<file path="config.mk">
export PLATFORM = sky130hd
export DESIGN_NAME = fix_div_arbiter
export DESIGN_NICKNAME = d
export VERILOG_FILES = /design/src/rtl/fix_div_arbiter.sv
export SDC_FILE = /design/constraint.sdc
export NUM_CORES = 1
export LEC_CHECK = 0
export ABC_AREA = 1
export BUFFER_PORTS_ARGS = -buffer_cell sky130_fd_sc_hd__buf_2
export CAP_MARGIN = 20
export CORE_AREA = 2 2 158 160
export DETAILED_ROUTE_END_ITERATION = 10
export DIE_AREA = 0 0 160 162
export GPL_ROUTABILITY_DRIVEN = 0
export PLACE_DENSITY_LB_ADDON = 0.3
export SLEW_MARGIN = 20
export SYNTH_ARGS = -nofsm -noshare
export SYNTH_HDL_FRONTEND = slang
export SYNTH_SLANG_ARGS = --single-unit
</file>
<file path="constraint.sdc">
create_clock -name clk_i -period 4.33 [get_ports clk_i]
set_input_delay 0.2165 -clock clk_i [delete_from_list [all_inputs] [get_ports clk_i]]
set_output_delay 0.2165 -clock clk_i [all_outputs]
set_load 0.1 [all_outputs]
</file>
<file path="src/rtl/fix_div_arbiter.sv">
// Round-robin scheduler sharing one multicycle fixed-point divider among NUM_REQ requesters.
// Optional macro FIX_DIV_ZERO_SAT_EN: saturate divide-by-zero without waiting on the divider.
module fix_div_arbiter #(
  parameter int unsigned WIDTH      = 32,
  parameter int unsigned FRAC_WIDTH = 30,
  parameter int unsigned NUM_REQ    = 4,
  parameter int unsigned DIV_LAT    = 2
) (
  input  logic                     clk_i,
  input  logic                     rst_i,
  input  logic [NUM_REQ-1:0]       req_valid_i,
  output logic [NUM_REQ-1:0]       req_ready_o,
  input  logic [NUM_REQ*WIDTH-1:0] req_x_i,
  input  logic [NUM_REQ*WIDTH-1:0] req_y_i,
  output logic [NUM_REQ-1:0]       rsp_valid_o,
  input  logic [NUM_REQ-1:0]       rsp_ready_i,
  output logic [WIDTH-1:0]         rsp_q_o,
  output logic                     rsp_dz_o,
  output logic [WIDTH-1:0]         div_x_o,
  output logic [WIDTH-1:0]         div_y_o,
  input  logic [WIDTH-1:0]         div_q_i
);

  localparam int unsigned IW = (NUM_REQ > 1) ? $clog2(NUM_REQ) : 1;
  localparam int unsigned CW = $clog2(DIV_LAT + 1);

  localparam logic [1:0] StIdle = 2'd0;
  localparam logic [1:0] StWait = 2'd1;
  localparam logic [1:0] StResp = 2'd2;

  if (FRAC_WIDTH >= WIDTH || NUM_REQ < 2 || NUM_REQ > 16 || DIV_LAT < 1) begin : g_param_check
    $error("fix_div_arbiter: illegal parameter combination");
  end

  logic [1:0]       state_q, state_d;
  logic [IW-1:0]    last_q, last_d;
  logic [IW-1:0]    grant_q, grant_d;
  logic [CW-1:0]    cnt_q, cnt_d;
  logic [WIDTH-1:0] div_x_q, div_x_d;
  logic [WIDTH-1:0] div_y_q, div_y_d;
  logic [WIDTH-1:0] rsp_q_q, rsp_q_d;

  logic [IW-1:0]    grant_idx;
  logic             grant_found;
  logic [IW-1:0]    probe_idx;
  logic [WIDTH-1:0] sel_x, sel_y;

  // Scan from farthest to nearest so the nearest valid requester after last_q wins.
  always_comb begin
    grant_idx   = last_q;
    grant_found = 1'b0;
    probe_idx   = '0;
    for (int unsigned off = NUM_REQ; off >= 1; off--) begin
      probe_idx = IW'((32'(last_q) + off) % NUM_REQ);
      if (req_valid_i[probe_idx]) begin
        grant_idx   = probe_idx;
        grant_found = 1'b1;
      end
    end
  end

  assign sel_x = req_x_i[grant_idx*WIDTH +: WIDTH];
  assign sel_y = req_y_i[grant_idx*WIDTH +: WIDTH];

  always_comb begin
    req_ready_o = '0;
    if (state_q == StIdle && grant_found && !rst_i) begin
      req_ready_o[grant_idx] = 1'b1;
    end
    rsp_valid_o = '0;
    if (state_q == StResp) begin
      rsp_valid_o[grant_q] = 1'b1;
    end
  end

`ifdef FIX_DIV_ZERO_SAT_EN
  logic rsp_dz_q, rsp_dz_d;
  assign rsp_dz_o = rsp_dz_q;
`else
  assign rsp_dz_o = 1'b0;
`endif

  always_comb begin
    state_d = state_q;
    last_d  = last_q;
    grant_d = grant_q;
    cnt_d   = cnt_q;
    div_x_d = div_x_q;
    div_y_d = div_y_q;
    rsp_q_d = rsp_q_q;
`ifdef FIX_DIV_ZERO_SAT_EN
    rsp_dz_d = rsp_dz_q;
`endif
    case (state_q)
      StIdle: begin
        if (grant_found) begin
          div_x_d = sel_x;
          div_y_d = sel_y;
          last_d  = grant_idx;
          grant_d = grant_idx;
          state_d = StWait;
          cnt_d   = CW'(DIV_LAT - 1);
`ifdef FIX_DIV_ZERO_SAT_EN
          if (sel_y == '0) begin
            state_d  = StResp;
            cnt_d    = cnt_q;
            rsp_dz_d = 1'b1;
            rsp_q_d  = sel_x[WIDTH-1] ? {1'b1, {(WIDTH-1){1'b0}}} : {1'b0, {(WIDTH-1){1'b1}}};
          end
`endif
        end
      end
      StWait: begin
        if (cnt_q == '0) begin
          rsp_q_d = div_q_i;
`ifdef FIX_DIV_ZERO_SAT_EN
          rsp_dz_d = 1'b0;
`endif
          state_d = StResp;
        end else begin
          cnt_d = cnt_q - 1'b1;
        end
      end
      StResp: begin
        if (rsp_ready_i[grant_q]) begin
          state_d = StIdle;
        end
      end
      default: state_d = StIdle;
    endcase
  end

  always_ff @(posedge clk_i or posedge rst_i) begin
    if (rst_i) begin
      state_q <= StIdle;
      last_q  <= IW'(NUM_REQ - 1);
      grant_q <= '0;
      cnt_q   <= '0;
      div_x_q <= '0;
      div_y_q <= '0;
      rsp_q_q <= '0;
    end else begin
      state_q <= state_d;
      last_q  <= last_d;
      grant_q <= grant_d;
      cnt_q   <= cnt_d;
      div_x_q <= div_x_d;
      div_y_q <= div_y_d;
      rsp_q_q <= rsp_q_d;
    end
  end

`ifdef FIX_DIV_ZERO_SAT_EN
  always_ff @(posedge clk_i or posedge rst_i) begin
    if (rst_i) begin
      rsp_dz_q <= 1'b0;
    end else begin
      rsp_dz_q <= rsp_dz_d;
    end
  end
`endif

  assign div_x_o = div_x_q;
  assign div_y_o = div_y_q;
  assign rsp_q_o = rsp_q_q;

endmodule

</file>
=== Word level (Yosys, flattened, before mapping) ===
Index checks and enable logic that the tools add are counted.

* Equality and inequality tests: 6
* Reduce and logical (&&, ||, !) cells: 12
* Multiplexer cells: 30
* Order comparisons: 8
* Shifts and indexed selects: 2
* Add/sub/neg operators: 5

{| class="wikitable"
|+ Operator list
! kind !! count
|-
| $shiftx 128x8->32 || 2
|-
| $lt 2x3->1 const B || 6
|-
| $mux 2 || 8
|-
| $mux 1 || 11
|-
| $bmux 1 s2 || 5
|-
| $mux 4 || 2
|-
| $ne 2x2->1 const B || 3
|-
| $pmux 2 s3 || 1
|-
| $reduce_and 3->1 || 2
|-
| $add 2x1->2 const B || 2
|-
| $add 2x2->2 const B || 2
|-
| $demux 1 s2 || 2
|-
| $ge 2x1->1 const B || 2
|-
| $logic_and 1x1->1 || 4
|-
| $logic_not 2->1 || 2
|-
| $pmux 2 s2 || 1
|-
| $reduce_and 2->1 || 2
|-
| $eq 2x1->1 const B || 1
|-
| $eq 2x2->1 const B || 1
|-
| $ne 2x1->1 const B || 1
|-
| $reduce_bool 2->1 || 1
|-
| $sub 2x1->2 const B || 1
|-
| $logic_not 1->1 || 1
|}

* Input bits: 298
* Logic and storage cells: 70
* Register bits: 104

=== Longest topological paths before layout ===
* Depth after elaboration: 12
* Gate-level depth with buffers: 17

=== Least setup slack after synthesis ===
OpenSTA, ideal clock, no wires.

* Kind: input port to output port
* Start: input port rst_i
* End: output port req_ready_o[2]
* Required time: 4.113 ns
* Arrival time: 4.986 ns
* Path slack: -0.873 ns
* Stages: 3
* Cells stage by stage: inv_1 > nand2_1 > nor3_1

* Word-level cells in the longest chain between the ends: 3

{| class="wikitable"
|+ RTL lines
! element !! RTL line !! RTL
|-
| start: declaration || 10 || <nowiki>input logic rst_i,</nowiki>
|-
| $logic_not 1->1 (no source line) || n/a ||
|-
| $logic_and 1x1->1 || 67 || <nowiki>if (state_q == StIdle && grant_found && !rst_i) begin</nowiki>
|-
| $mux 4 || 67 ||
|-
| end: declaration || 12 || <nowiki>output logic [NUM_REQ-1:0] req_ready_o,</nowiki>
|}

No other way between the ends.

=== Worst setup path in the final report ===
* Start: register last_q[0]
* End: output port req_ready_o[3]

* Word-level cells in the longest chain between the ends: 12

{| class="wikitable"
|+ RTL lines
! element !! RTL line !! RTL
|-
| start: declaration || 36 || <nowiki>logic [IW-1:0] last_q, last_d;</nowiki>
|-
| start signal: assignment || 136 || <nowiki>last_q <= IW'(NUM_REQ - 1);</nowiki>
|-
| start signal: assignment || 144 || <nowiki>last_q <= last_d;</nowiki>
|-
| $add 2x1->2 || 54 || <nowiki>probe_idx = IW'((32'(last_q) + off) % NUM_REQ);</nowiki>
|-
| $bmux 1 s2 || 55 || <nowiki>if (req_valid_i[probe_idx]) begin</nowiki>
|-
| $mux 1 (not written as such) || 55 ||
|-
| $mux 2 (4 in series) || 55 ||
|-
| $lt 2x3->1 (not written as such) / $ge 2x1->1 (equally long branches) || 68 || <nowiki>req_ready_o[grant_idx] = 1'b1;</nowiki>
|-
| $logic_and 1x1->1 (not written as such) || 68 ||
|-
| $mux 1 (not written as such) || 68 ||
|-
| $demux 1 s2 || 68 ||
|-
| $mux 4 (*) || 67 ||
|}

Every way passes the cells marked *; elsewhere a longest branch is shown, timed or not. The select of a mux whose other input is x is not followed.

==> results.json <==
{
  "drt-pass1-iter-count": 5,
  "cts_root_buf": "clkbuf_16",
  "synthXorXnorAreaFrac": 0,
  "cts_buffer_depth": 2,
  "coreArea_um2": 24100,
  "grt_pass1_vias": 7931,
  "relSlewSlack": 0.369,
  "synthAdderAreaFrac": 0.00176,
  "synth_area_per_cell_um2": 6.55,
  "reg2reg_from": "last_q[0]$_DFFE_PP1P_",
  "synthMuxAreaShare": 0.0507,
  "path_max_fanout": 64,
  "clock_sinks": 104,
  "ys_ff_latch": 104,
  "htreeDepth": 3,
  "cp_top_family": "simple AND/OR/NAND/NOR gates",
  "critical_path_buf_inv_count": 3,
  "grt_start_max_net_pins": 67,
  "yosys_warnings": 0,
  "synth_edf_count": 0,
  "die-area_um2": 25900,
  "drtAntennaViolNets": 0,
  "synth.most_common_cell": "nand2_1",
  "layout-area-overhead-vs-synth_pct": 34.5,
  "dr_total_vias": 8561,
  "drive_gt1_frac": 0.340,
  "port_buffers": 401,
  "critPathLaunchType": "register",
  "wl_um": 28600,
  "grt_pass1_wl_um": 43400,
  "synth_ff_type": "dfrtp_1",
  "setup_tns_ps": 0,
  "ios": 403,
  "cts_tree": "built",
  "period_share": 0.764,
  "synth_area_leader_cell": "dfrtp_1",
  "num-fill-cells": 2680,
  "post_cts_buffers": 0,
  "reg2reg_to": "div_x_o[13]$_DFFE_PP0P_",
  "post_cts_resized": 0,
  "place_ws_ps": 1310,
  "route.detailed.drc": 0,
  "rsz0062_at_grt": "false",
  "grt.total_usage": 0.210,
  "ys_types": 28,
  "netlist_area_um2": 7110,
  "hold_violations": 0,
  "num_rows": 57,
  "r2r_cells": 15,
  "cap_violations": 0,
  "antenna_found_initial": 1,
  "die_height_um": 162,
  "critPathRequiredTime_ps": 4110,
  "cp.arrival_ps": 3090,
  "ys_seq_area_frac": 0.366,
  "fin_crit_ps": 3310,
  "yosys.area_share.simple": 0.488,
  "max_clock_freq_mhz": 302,
  "path_class": "reg2out",
  "grt.overflow.total": 0,
  "fin_ws_ps": 1020,
  "regArea_um2": 2610,
  "initial_core_util": 0.295,
  "synth_top_cell_area_share": 0.359,
  "routedWlPerCell_um": 16.3,
  "fin_skew_ps": 8.67,
  "num-nets-final": 1729,
  "drt-initial-drc-count": 718,
  "rrSetupSlack_ps": 1310,
  "worst_path_max_delay_cell": "dfstp_2",
  "cpMostUsedCell": "nand2_1",
  "die_width_um": 160,
  "clkLatencyLatePin_ps": 350,
  "vias_per_cell": 4.86,
  "ctsHoldBuffers": 0,
  "hold_end": "rsp_q_o[22]$_DFFE_PP0P_",
  "cts_buffers": 9,
  "clk_pin_slew_ps": 80,
  "hold_depth": 2,
  "synth_compound_area_frac": 0.00880,
  "async_flop_share": 1.00,
  "worstHoldStart": "div_q_i[22]",
  "synth.top_cells.by_count": "547 x nand2_1, 263 x nand3_1, 102 x dfrtp_1, 38 x buf_2, 32 x mux2_2",
  "worst_slew_pin_slew_ps": 945,
  "cp-end-kind": "output port",
  "outcome": "finished clean",
  "setup_violations": 0,
  "dpl.hpwl_um": 20800,
  "cp_slowest_stage_delay_ps": 690,
  "yosys-top-cells-area": "dfrtp_1 36%, nand2_1 29%, nand3_1 19%",
  "syn_nets": 1385,
  "synth_top_family_by_area": "simple AND/OR/NAND/NOR gates",
  "path_cells": "inv_4, nand2_1, nand3_1, nand2_1, inv_1, nand2_1, nand2_1, nand2_4, nand2_2, nor3_1, buf_12",
  "slew_violations": 0,
  "multi_input_area_um2": 3960,
  "syn_inst": 1086,
  "hp-class": "in2reg"
}
routing by layer:
metal,global-route usage,wire length [um]
met2,0.350,13600
met3,0.0490,2290
met4,0.0602,613
met5,0,0
met1,0.274,12200
layout by cell type (no fill, tap or decap), types with 3 or more instances in the layout:
cell type / Yosys / layout
mux2_2: 32 / 32
nand2_1: 547 / 545
buf_12: 0 / 4
inv_1: 14 / 13
clkinvlp_4: 0 / 3
o21ai_1: 3 / 3
buf_4: 25 / 21
inv_2: 5 / 5
nor2_1: 5 / 5
o21ai_0: 3 / 3
buf_2: 38 / 397
dfrtp_1: 102 / 102
diode_2: 0 / 3
clkbuf_16: 0 / 9
nor3_1: 6 / 6
nand3_1: 263 / 261
registers in the layout (all words and copies together) (netlist names):
register  count
cnt_q         2
div_x_o      32
div_y_o      32
grant_q       2
last_q        2
rsp_q_o      32
state_q       2
metrics by stage:
step           hold WS (ps)   util  std cells  instance area (um^2)
6_report               88.8  0.397       1762                  9570
5_1_grt                69.9  0.397       1760                  9570
4_1_cts                69.9  0.397       1759                  9560
3_5_place_dp            453  0.385       1743                  9270
3_3_place_gp            447  0.385       1743                  9270
2_1_floorplan           367      -       1086                  7120
layout make-up:
class                           instances  share of cell area
Clock buffer                            9              0.0235
Sequential cell                       104               0.272
Clock inverter                          7             0.00667
Timing Repair Buffer                  422               0.232
Antenna cell                            3            0.000784
Inverter                               20             0.00850
Tap cell                              324              0.0424
Multi-Input combinational cell        873               0.414
how the worst max path moves through the flow:
stage / startpoint / endpoint / slack [ps] / cells past startpoint
after floorplan: rst_i / req_ready_o[2] / 390 / 3
after global placement: last_q[0]$_DFFE_PP1P_ / div_y_o[27]$_DFFE_PP0P_ / 1380 / 11
after detailed placement: last_q[0]$_DFFE_PP1P_ / div_x_o[3]$_DFFE_PP0P_ / 1310 / 15
after CTS: last_q[0]$_DFFE_PP1P_ / req_ready_o[3] / 990 / 11
after global routing: last_q[0]$_DFFE_PP1P_ / req_ready_o[3] / 760 / 11
final: last_q[0]$_DFFE_PP1P_ / req_ready_o[3] / 1020 / 11
kinds of logic after synthesis:
logic type,count (synthesis)
other,1
multiplexers,32
buffers and inverters,109
adder cells (fa/ha/maj),1
AO/OA/AOI/OAI,11
AND/OR/NAND/NOR,828
flip-flops,104
Power is not shown: default switching activity piles up to over one toggle a cycle in this logic, so the estimate is an artifact.
